`config.mk`:
```
export PLATFORM = sky130hd
export DESIGN_NAME = kv_line_fill
export DESIGN_NICKNAME = d
export VERILOG_FILES = /design/src/rtl/kv_line_fill.sv
export SDC_FILE = /design/constraint.sdc
export NUM_CORES = 1
export LEC_CHECK = 0
export CAP_MARGIN = 5
export CORE_UTILIZATION = 47
export CTS_CLUSTER_DIAMETER = 40
export DETAILED_ROUTE_END_ITERATION = 12
export PLACE_DENSITY = 0.9
export SYNTH_ARGS = -nofsm -noshare
export SYNTH_HDL_FRONTEND = slang
export SYNTH_SLANG_ARGS = --single-unit
export TNS_END_PERCENT = 50
```
`constraint.sdc`:
```
create_clock -name i_clk -period 3.5 [get_ports i_clk]
set_clock_uncertainty 0.1 [all_clocks]
set_input_delay 0.7 -clock i_clk [delete_from_list [all_inputs] [get_ports i_clk]]
set_output_delay 0.7 -clock i_clk [all_outputs]
set_load 0.01 [all_outputs]
```
`src/rtl/kv_line_fill.sv`:
```
// kv_line_fill: line-refill engine between the KV data cache and the
// word-wide backing memory bus. Takes one miss, issues LINE_SIZE pipelined
// word reads, assembles the in-order responses into a line buffer and holds
// the finished line until the cache consumes it.
//
// Build option: define KV_LINE_FILL_CWF_EN for critical-word-first issue
// order (beats start at the requested word and wrap through the line).
// Without it, beats are issued in ascending offset order from word 0.
// The buffer layout presented on o_line_data is identical in both builds.
module kv_line_fill #(
   parameter int DATA_WIDTH = 32,
   parameter int ADDR_WIDTH = 32,
   parameter int LINE_SIZE  = 4
) (
   input  logic                  i_clk,
   input  logic                  i_rstn,
   input  logic [ADDR_WIDTH-1:0] i_req_addr,
   input  logic                  i_req_valid,
   output logic                  o_req_ready,
   output logic [ADDR_WIDTH-1:0] o_mem_addr,
   output logic                  o_mem_valid,
   input  logic                  i_mem_ready,
   input  logic [DATA_WIDTH-1:0] i_mem_rdata,
   input  logic                  i_mem_rvalid,
   output logic [DATA_WIDTH-1:0] o_line_data [LINE_SIZE],
   output logic [ADDR_WIDTH-1:0] o_line_addr,
   output logic                  o_line_valid,
   input  logic                  i_line_ready
);

   localparam int OFF_W = $clog2(LINE_SIZE);
   localparam int CNT_W = OFF_W + 1;
   localparam logic [CNT_W-1:0] CNT_FULL = CNT_W'(LINE_SIZE);
   localparam logic [CNT_W-1:0] CNT_LAST = CNT_W'(LINE_SIZE - 1);
   localparam logic [CNT_W-1:0] CNT_ONE  = CNT_W'(1);

   typedef enum logic [1:0] {
      ST_IDLE = 2'd0,
      ST_FILL = 2'd1,
      ST_DONE = 2'd2
   } state_e;

   state_e                 state_q, state_d;
   logic [ADDR_WIDTH-1:0]  addr_q, addr_d;
   logic [OFF_W-1:0]       start_q, start_d;
   logic [CNT_W-1:0]       issue_q, issue_d;
   logic [CNT_W-1:0]       recv_q, recv_d;
   logic [DATA_WIDTH-1:0]  buf_q [LINE_SIZE];
   logic [DATA_WIDTH-1:0]  buf_d [LINE_SIZE];

   logic                   mem_valid_s;
   logic                   addr_hs_s;
   logic                   rd_acc_s;
   logic [OFF_W-1:0]       req_start_s;
   logic [OFF_W-1:0]       beat_off_s;
   logic [OFF_W-1:0]       wr_idx_s;

   // Handshake qualification and wrapping offset arithmetic shared by all processes.
   always_comb begin
`ifdef KV_LINE_FILL_CWF_EN
      req_start_s = i_req_addr[OFF_W-1:0];
`else
      req_start_s = {OFF_W{1'b0}};
`endif
      mem_valid_s = (state_q == ST_FILL) && (issue_q < CNT_FULL);
      addr_hs_s   = mem_valid_s && i_mem_ready;
      // A response is only legitimate for a read already issued, including one issued this cycle.
      rd_acc_s    = (state_q == ST_FILL) && i_mem_rvalid &&
                    ((recv_q < issue_q) || (addr_hs_s && (recv_q == issue_q)));
      beat_off_s  = start_q + issue_q[OFF_W-1:0];
      wr_idx_s    = start_q + recv_q[OFF_W-1:0];
   end

   // State register.
   always_ff @(posedge i_clk or negedge i_rstn) begin
      if (!i_rstn) begin
         state_q <= ST_IDLE;
      end else begin
         state_q <= state_d;
      end
   end

   // Next-state decode: accept, fill until every beat has returned, hold until consumed.
   always_comb begin
      state_d = state_q;
      case (state_q)
         ST_IDLE: begin
            if (i_req_valid) state_d = ST_FILL;
            else             state_d = ST_IDLE;
         end
         ST_FILL: begin
            if (rd_acc_s && (recv_q == CNT_LAST)) state_d = ST_DONE;
            else                                  state_d = ST_FILL;
         end
         ST_DONE: begin
            if (i_line_ready) state_d = ST_IDLE;
            else              state_d = ST_DONE;
         end
         default: state_d = ST_IDLE;
      endcase
   end

   // Datapath next-state: latch the request, count issued/returned beats, fill the buffer.
   always_comb begin
      addr_d  = addr_q;
      start_d = start_q;
      issue_d = issue_q;
      recv_d  = recv_q;
      buf_d   = buf_q;
      if ((state_q == ST_IDLE) && i_req_valid) begin
         addr_d  = i_req_addr;
         start_d = req_start_s;
         issue_d = {CNT_W{1'b0}};
         recv_d  = {CNT_W{1'b0}};
      end else begin
         if (addr_hs_s) issue_d = issue_q + CNT_ONE;
         else           issue_d = issue_q;
         if (rd_acc_s) begin
            buf_d[wr_idx_s] = i_mem_rdata;
            recv_d          = recv_q + CNT_ONE;
         end else begin
            recv_d = recv_q;
         end
      end
   end

   // Datapath registers.
   always_ff @(posedge i_clk or negedge i_rstn) begin
      if (!i_rstn) begin
         addr_q  <= {ADDR_WIDTH{1'b0}};
         start_q <= {OFF_W{1'b0}};
         issue_q <= {CNT_W{1'b0}};
         recv_q  <= {CNT_W{1'b0}};
         for (int i = 0; i < LINE_SIZE; i++) begin
            buf_q[i] <= {DATA_WIDTH{1'b0}};
         end
      end else begin
         addr_q  <= addr_d;
         start_q <= start_d;
         issue_q <= issue_d;
         recv_q  <= recv_d;
         for (int i = 0; i < LINE_SIZE; i++) begin
            buf_q[i] <= buf_d[i];
         end
      end
   end

   // Output decode, purely from registered state so no input reaches an output combinationally.
   always_comb begin
      o_req_ready  = (state_q == ST_IDLE);
      o_mem_valid  = mem_valid_s;
      o_mem_addr   = {addr_q[ADDR_WIDTH-1:OFF_W], beat_off_s};
      o_line_valid = (state_q == ST_DONE);
      o_line_addr  = addr_q;
      o_line_data  = buf_q;
   end

endmodule
```
==> results.json <==
{
  "place_ws_ns": 0.712,
  "post_cts_resized": 0,
  "cpPeakStageDelay_ns": 0.56,
  "cp-start-kind": "register",
  "path_max_fanout": 6,
  "die_x_um": 122,
  "vdd_drop_max_mv": 0.570,
  "start_util_pct": 48.6,
  "hold_class": "input pin to asynchronous set/reset pin",
  "syn-num-nets": 574,
  "cts_made_buffers": 17,
  "whs_ns": 0.178,
  "drt_iter0_drc": 221,
  "drt_pass1_iterations": 4,
  "cp_data_arrival_time_ns": 1.96,
  "r2r_slack_ns": 1.25,
  "area_delta_synth_final_pct": 48.1,
  "cts_setup_buffers": 0,
  "maxCapViolCount": 0,
  "layout-drive-gt1-share_pct": 23.0,
  "required_ns": 2.70,
  "ant_nets": 0,
  "met2_usage_pct": 39.7,
  "avgSynthCellArea_sq_um": 13.7,
  "vias": 4676,
  "worst_slack_ns": 0.740,
  "final_cell_mix": "clkdlybuf4s50_1 (263), dfrtp_1 (168), mux2_2 (121), nand2_1 (101), clkbuf_16 (17)",
  "ys_seq_area_share_pct": 61.9,
  "worst_pin_slew_ns": 1.12,
  "fin_crit_ns": 2.76,
  "grt_use_met1_pct": 27.2,
  "setup_viol": 0,
  "power.density_nw_per_um2": 1030,
  "worst-path-buf-inv": 1,
  "grt_max_degree": 73,
  "place_congestion": 0.807,
  "fin_nets": 817,
  "drt_wl_total_um": 16400,
  "max_freq_ghz": 0.362,
  "wl_per_cell_um": 17.6,
  "synth_seq_cells": 168,
  "crit_chain": "nor2b_1 > and2_1 > clkdlybuf4s50_1",
  "hold_viol_final": 0,
  "clk_latency_ns": 0.41,
  "drt-vias-per-instance": 5.02,
  "coreArea_sq_um": 14000,
  "outcome": "finished, final reports clean",
  "gr-usage-all-layers_pct": 22.9,
  "critPathTopFamily": "buffers and inverters",
  "io_buffers": 264,
  "final.setup.tns_ns": 0,
  "die_h_um": 122,
  "rsz0062_at_grt": "no",
  "htreeDepth": 4,
  "yosys_warnings": 0,
  "clock-sinks": 168,
  "worst_setup_path_end_kind": "output port",
  "ys_types": 24,
  "grt_pass1_vias": 4869,
  "drt_drc_violations_left": 0,
  "antenna_cells": 0,
  "postCtsHoldBufs": 0,
  "gr-total-overflow": 0,
  "ctsRootBufferMaster": "clkbuf_16",
  "antenna_found_initial": 0,
  "cpMaxStageDelayCell": "clkdlybuf4s50_1",
  "cellLeakagePower_nw": 4.38,
  "drv_slew": 0,
  "critical_path_class": "register to output port",
  "grt_pass1_wl_um": 25800,
  "dp_hpwl_um": 11700,
  "synth_area_sq_um": 6800,
  "fin_crit_sh_pct": 78.9,
  "clk_pin_slew_ns": 0.06,
  "pin_count": 265,
  "grt_busiest_layer": "met2",
  "max-slew-margin-rel_pct": 25.0,
  "clk_path_buf_depth": 2,
  "cts_tree": "built",
  "layout_commonest_cell": "clkdlybuf4s50_1",
  "synth_cells": 495,
  "rows": 43,
  "die_area_sq_um": 14900,
  "met3_usage_pct": 5.58
}
## synth_stat cells, drive strengths merged
| master | instances | area share [%] |
|---|---|---|
| nand4 | 1 | 0.31 |
| nand3 | 4 | 0.29 |
| clkbuf | 7 | 0.39 |
| a21o | 1 | 0.13 |
| nor2 | 7 | 0.39 |
| a211oi | 1 | 0.11 |
| a21oi | 8 | 0.81 |
| buf | 44 | 5.5 |
| mux2 | 129 | 21 |
| ha | 9 | 1.7 |
| and4bb | 1 | 0.24 |
| and2b | 1 | 0.13 |
| nor2b | 1 | 0.092 |
| inv | 5 | 0.28 |
| and2 | 2 | 0.18 |
| nor3b | 1 | 0.11 |
| dfrtp | 168 | 62 |
| mux2i | 2 | 0.29 |
| nand2 | 101 | 5.6 |
| xnor2 | 1 | 0.13 |
| o21ai | 1 | 0.13 |
## worst paths after layout
path,from,end,cells after the start
setup reg to reg,issue_q[2],o_line_data[86],7
max in group asynchronous,i_rstn,o_line_data[50],2
hold reg to reg,o_line_addr[0],o_line_addr[0],2
setup / recovery,state_q[0],o_mem_valid,3
min in group i_clk,o_line_addr[0],o_line_addr[0],2
hold / removal,i_rstn,o_line_addr[7],1
## sequential cells by signal (all words and copies together), names as in the netlist
name,count
o_line_data,128
o_line_addr,32
issue_q,3
state_q,2
recv_q,3
## report_power, final
group          switching [W]  internal (W)
Clock               0.000732       0.00138
Combinational        0.00186       0.00287
Sequential          0.000616       0.00292
## area by class of cell
class,instances,area (sq um)
Clock buffer,20,457
Clock inverter,12,219
Fill cell,931,3920
Inverter,5,18.8
Multi-Input combinational cell,271,2200
Sequential cell,168,4200
Tap cell,180,225
Timing Repair Buffer,275,2740
## worst reg2reg max path, cell delays in order, from the launching register on
cell,delay [ns]
dfrtp_1,0.37
inv_1,0.07
ha_1,0.35
a21oi_1,0.20
o21ai_2,0.18
a21oi_4,0.17
buf_4,0.30
mux2_2,0.39
## cell families after synthesis
kind of cell | count (synthesis) | share of synthesized area (%)
multiplexers | 131 | 21.7
XOR/XNOR | 1 | 0.129
AND/OR/NAND/NOR | 119 | 7.33
flip-flops | 168 | 61.9
AO/OA/AOI/OAI | 11 | 1.18
adder cells (fa/ha/maj) | 9 | 1.66
buffers and inverters | 56 | 6.19
## layer usage
| layer | wire (um) | vias up |
|---|---|---|
| met4 | 385 | 0 |
| met3 | 984 | 26 |
| li1 | - | 2117 |
| met2 | 8490 | 185 |
| met1 | 6510 | 2348 |
| met5 | 0 | - |
## per-stage QoR
step	utilization [%]	cell area (sq um)	power, W	std cells
final	71.9	10100	0.0104	931
after global placement	67.1	9390	0.00810	899
after CTS	71.9	10100	0.0105	931
after floorplan	-	6800	0.00575	495
after global routing	71.9	10100	0.0109	931
after detailed placement	67.1	9390	0.00831	899
Power figures use the tool's default switching activity.
